<file path="src/rtl/pipeline_hazard_controller.sv">
// pipeline_hazard_controller
// Central stall/flush sequencer for the 5-stage pipeline: merges forwarding
// stall requests, owns the multiply/divide occupancy FSM and applies ID-stage
// branch redirects. Stall/flush controls are combinational (zero latency).
// Optional feature macro: HAZARD_PERF_CNT_EN builds saturating stall/flush
// performance counters; without it both counter ports are tied to zero.
module pipeline_hazard_controller #(
  parameter int unsigned MUL_CYCLES = 4,
  parameter int unsigned DIV_CYCLES = 32
) (
  input  logic        clk,
  input  logic        reset_n,
  input  logic        id_fwd_stall,
  input  logic        ex_fwd_stall,
  input  logic        md_start,
  input  logic        md_is_div,
  input  logic        ex_reads_hilo,
  input  logic        branch_taken_id,
  output logic        pc_we,
  output logic        if_id_we,
  output logic        id_ex_we,
  output logic        ex_mem_we,
  output logic        if_id_flush,
  output logic        id_ex_flush,
  output logic        ex_mem_flush,
  output logic        md_busy,
  output logic        md_done,
  output logic [31:0] perf_stall_cycles,
  output logic [31:0] perf_flush_count
);

  localparam int unsigned CNT_W  = 6;
  localparam int unsigned PERF_W = 32;

  typedef enum logic {
    S_IDLE   = 1'b0,
    S_MD_RUN = 1'b1
  } state_t;

  state_t             r_state;
  state_t             w_state_nxt;
  logic [CNT_W-1:0]   r_cnt;
  logic [CNT_W-1:0]   w_cnt_nxt;
  logic               w_md_hazard;
  logic               w_ex_stall;
  logic               w_id_stall;
  logic               w_branch_flush;

  // MDU state and occupancy counter
  always_ff @(posedge clk) begin
    if (!reset_n) begin
      r_state <= S_IDLE;
      r_cnt   <= '0;
    end else begin
      r_state <= w_state_nxt;
      r_cnt   <= w_cnt_nxt;
    end
  end

  // Hazard resolution, write enables/flushes and MDU next state
  always_comb begin
    w_state_nxt    = r_state;
    w_cnt_nxt      = r_cnt;
    md_busy        = 1'b0;
    md_done        = 1'b0;
    w_md_hazard    = 1'b0;
    w_ex_stall     = 1'b0;
    w_id_stall     = 1'b0;
    w_branch_flush = 1'b0;
    pc_we          = 1'b1;
    if_id_we       = 1'b1;
    id_ex_we       = 1'b1;
    ex_mem_we      = 1'b1;
    if_id_flush    = 1'b0;
    id_ex_flush    = 1'b0;
    ex_mem_flush   = 1'b0;

    // Reset holds every control neutral
    if (reset_n) begin
      md_busy        = (r_state == S_MD_RUN);
      md_done        = md_busy && (r_cnt == CNT_W'(1));
      w_md_hazard    = (md_start | ex_reads_hilo) & md_busy;
      w_ex_stall     = ex_fwd_stall | w_md_hazard;
      w_id_stall     = id_fwd_stall & ~w_ex_stall;
      w_branch_flush = branch_taken_id & ~w_ex_stall & ~w_id_stall;

      if (w_ex_stall) begin
        pc_we        = 1'b0;
        if_id_we     = 1'b0;
        id_ex_we     = 1'b0;
        ex_mem_flush = 1'b1;
      end else if (w_id_stall) begin
        pc_we        = 1'b0;
        if_id_we     = 1'b0;
        id_ex_flush  = 1'b1;
      end else if (w_branch_flush) begin
        if_id_flush  = 1'b1;
      end

      unique case (r_state)
        S_IDLE: begin
          if (md_start && !w_ex_stall) begin
            w_state_nxt = S_MD_RUN;
            w_cnt_nxt   = md_is_div ? CNT_W'(DIV_CYCLES) : CNT_W'(MUL_CYCLES);
          end
        end
        S_MD_RUN: begin
          // cnt==0 is unreachable; treat it as completion for robustness
          if (r_cnt <= CNT_W'(1)) begin
            w_state_nxt = S_IDLE;
            w_cnt_nxt   = '0;
          end else begin
            w_cnt_nxt   = r_cnt - CNT_W'(1);
          end
        end
        default: begin
          w_state_nxt = S_IDLE;
          w_cnt_nxt   = '0;
        end
      endcase
    end
  end

`ifdef HAZARD_PERF_CNT_EN
  logic [PERF_W-1:0] r_perf_stall;
  logic [PERF_W-1:0] r_perf_flush;
  logic              w_any_flush;

  assign w_any_flush = if_id_flush | id_ex_flush | ex_mem_flush;

  // Saturating stall-cycle and flush-cycle counters
  always_ff @(posedge clk) begin
    if (!reset_n) begin
      r_perf_stall <= '0;
      r_perf_flush <= '0;
    end else begin
      if ((w_ex_stall || w_id_stall) && (r_perf_stall != '1))
        r_perf_stall <= r_perf_stall + PERF_W'(1);
      if (w_any_flush && (r_perf_flush != '1))
        r_perf_flush <= r_perf_flush + PERF_W'(1);
    end
  end

  assign perf_stall_cycles = r_perf_stall;
  assign perf_flush_count  = r_perf_flush;
`else
  assign perf_stall_cycles = '0;
  assign perf_flush_count  = '0;
`endif

endmodule

</file>
<file path="config.mk">
export PLATFORM = sky130hd
export DESIGN_NAME = pipeline_hazard_controller
export DESIGN_NICKNAME = d
export VERILOG_FILES = /design/src/rtl/pipeline_hazard_controller.sv
export SDC_FILE = /design/constraint.sdc
export NUM_CORES = 1
export LEC_CHECK = 0
export BUFFER_PORTS_ARGS = -buffer_cell sky130_fd_sc_hd__buf_2
export CAP_MARGIN = 25
export CELL_PAD_IN_SITES_DETAIL_PLACEMENT = 1
export CELL_PAD_IN_SITES_GLOBAL_PLACEMENT = 1
export CORE_MARGIN = 2
export CORE_UTILIZATION = 25
export CTS_BUF_LIST = sky130_fd_sc_hd__clkbuf_16
export DETAILED_ROUTE_END_ITERATION = 16
export PLACE_DENSITY = 0.92
export SYNTH_ARGS = -nofsm -noshare
export SYNTH_HDL_FRONTEND = slang
export SYNTH_SLANG_ARGS = --single-unit
</file>
<file path="constraint.sdc">
create_clock -name clk -period 2.2 [get_ports clk]
set_clock_uncertainty 0.2 [all_clocks]
set_input_delay 0.11 -clock clk [delete_from_list [all_inputs] [get_ports clk]]
set_output_delay 0.11 -clock clk [all_outputs]
set_load 0.02 [all_outputs]
</file>
==> summary.md <==
| Metric | Value |
|---|---|
| Result of the run | completed |
| Layout cells sized above 1 | 17.39% |
| Total CTS buffers | 3 |
| Total Nets Final | 149 |
| Synth top area share | 51.03% |
| DRC violations left | 0 |
| Final setup fails | 0 |
| Final Core Density | 24.97% |
| Clk sinks | 7 |
| Clock root cell | clkbuf_16 |
| Die height | 66.32 µm |
| Post-route ant nets | 0 |
| Post-synth EDFFs | 0 |
| DP Worst Slack | 0.3569 ns |
| Most common cell in the synthesized netlist | buf_4 |
| Row count | 22 |
| CTS tree | built |
| Area contributors post-synth | buf_4 (51%), dfxtp_1 (14%), inv_1 (2.7%), ha_1 (2.6%), nor4_2 (2.6%) |
| Initial Utilization | 26.32% |
| Final cell count without fillers | 186 |
| Sequential share of the synthesized area | 14.43% |
| CP Capture Type | flop |
| Final Critical Period | 1.857 ns |
| Unique cell type count in the Yosys netlist | 31 |
| Max_cap viols | 0 |
| Crit path arrival time | 1.80 ns |
| Routed vias | 628 |
| #FFs+latches synth | 7 |
| GRT overflow | 0 |
| Post-synthesis cell area | 970.9 µm² |
| CTS resizes | 0 |
| Setup TNS | 0 ns |
| Vias/cell | 3.376 |
| Worst skew pair latency | 0.23 ns |
| Routability Congestion | 0.8342 |
| Most used DFF post-synth | dfxtp_1 |
| Clock Tree Buf Depth | 2 |
| Average instance area after synthesis | 7.894 µm² |
| P&R area growth vs syn | -5.155% |
| Die Wd | 66.32 µm |
| Vias in the first global route | 579 |
| Post-Synthesis Cells | 123 |
| Clock-pin slew on the worst setup and hold paths | 0.04 ns |
| Die Area | 0.004398 mm² |
| Post-Place Cells | 182 |
| Antenna violations before repair | 0 |
| Pre-antenna DRT Iters | 3 |
| Max Clk Rate | 538.6 MHz |
| Largest net degree at the start of global routing | 10 |
| Final period util | 84.40% |
| I/O Buffers | 15 |
| Num ports | 81 |
| Mean routed wirelength per cell | 8.898 µm |
| H-tree levels | 1 |
| Post-CTS Setup Bufs | 0 |
| First-pass GRT wire length | 2449 µm |
| Synthesis warning total | 0 |
| Pwr/cell area | 745.5 mW/mm² |
| Ys async rst share | 0% |
| DP HPWL | 1374 µm |
| Cell taking the most area after synthesis | buf_4 |
| Final worst slack | 0.3432 ns |
| Post-Route WL | 1655 µm |
| Final hold violations | 0 |
| Max IR drop VDD | 0.3532 mV |
| Core ar. | 0.003689 mm² |
| Cts hold-fix bufs | 0 |
| P_leak | 0.4919 nW |
| Maximum net fanout on the critical path | 5 |
| Hold crit path type | in -> reg |
| Synth cell count leaders | buf_4 (66), dfxtp_1 (7), inv_1 (7) |
| Total GRT Usage | 7.163% |
| Iter 0 DRT Violations | 5 |
| Max-slew violations | 0 |
| Number of diodes | 0 |
| CP startpoint kind | flop |
| Crit Path Class | reg -> reg |
| WP data required | 2.14 ns |
| RSZ-0062 raised after global routing | false |
worst max-delay path, cell delays in order, from the launching register on:
cell and delay [ns]:
dfxtp_1 0.34, inv_1 0.08, ha_1 0.23, or2_2 0.32
a21oi_4 0.22, o21ai_1 0.12, a221oi_2 0.24
through the flow:
step	total power, mW	hold WS (ns)	cell area [µm²]
floorplan	0.4327	0.1026	1207
global placement	0.3700	0.2783	842.1
detailed placement	0.3750	0.2911	842.1
CTS	0.6895	0.07787	920.9
global route	0.7213	0.1002	920.9
finish	0.6865	0.08112	920.9
flip-flops by register name, indices dropped and copies added, names as in the netlist:
name and cells:
r_state 1, r_cnt 6
report_power, final:
group | internal (mW) | total [mW] | switching, mW
Clock | 0.237 | 0.310 | 0.0730
Sequential | 0.138 | 0.153 | 0.0142
Combinational | 0.0548 | 0.224 | 0.169
metal layers:
layer | wire [µm] | global-route usage (%)
met1 | 529 | 7.019
met2 | 978 | 14.12
met3 | 118 | 0.5111
met4 | 29 | 4.592
met5 | 0 | 0
final timing paths:
check / startpoint / to / slack [ns] / depth (start not counted)
worst max-delay path: r_cnt[0] / r_cnt[5] / 0.34 / 6
worst min-delay path: reset_n / r_cnt[5] / 0.08 / 3
worst max register to register: r_cnt[0] / r_cnt[5] / 0.34 / 6
worst min register to register: r_state / r_state / 0.29 / 1
placed cells by master, fill, tap and decap left out:
cell type and n:
mux2i_1 1, nor4b_1 1, a221oi_2 1, o31a_1 1, or3_4 1, or2_2 1
a311oi_1 1, inv_1 8, a21oi_4 1, nor2b_1 1, nor3_1 1, xnor2_1 1
nand2_1 1, clkinv_1 1, xor2_1 1, nor4_2 2, a21oi_1 2, o31ai_1 1
ha_1 2, clkbuf_16 3, o21a_1 1, o21ai_1 1, a22oi_1 3, conb_1 65
dfxtp_1 7, and3_1 2, nor3b_1 2, nor2_1 5, o21ai_0 4, buf_2 15
nand2b_1 1
kinds of logic after synthesis:
family | Yosys count | share of synthesized area [%]
compound gates | 16 | 12.50
xor+xnor | 2 | 1.804
fa+ha+maj | 2 | 2.577
buf+inv | 75 | 54.64
flops | 7 | 14.43
mux | 1 | 1.031
other cells | 2 | 0.7735
simple gates | 18 | 12.24
final cells by class:
cell class / count / area (µm²)
fill: 506 / 2768
multi-input combinational: 104 / 536.8
sequential: 7 / 140.1
clock buffer: 3 / 75.07
timing repair buffer: 15 / 75.07
tap: 48 / 60.06
inverter: 8 / 30.03
clock inverter: 1 / 3.754
Power figures use the tool's default switching activity.
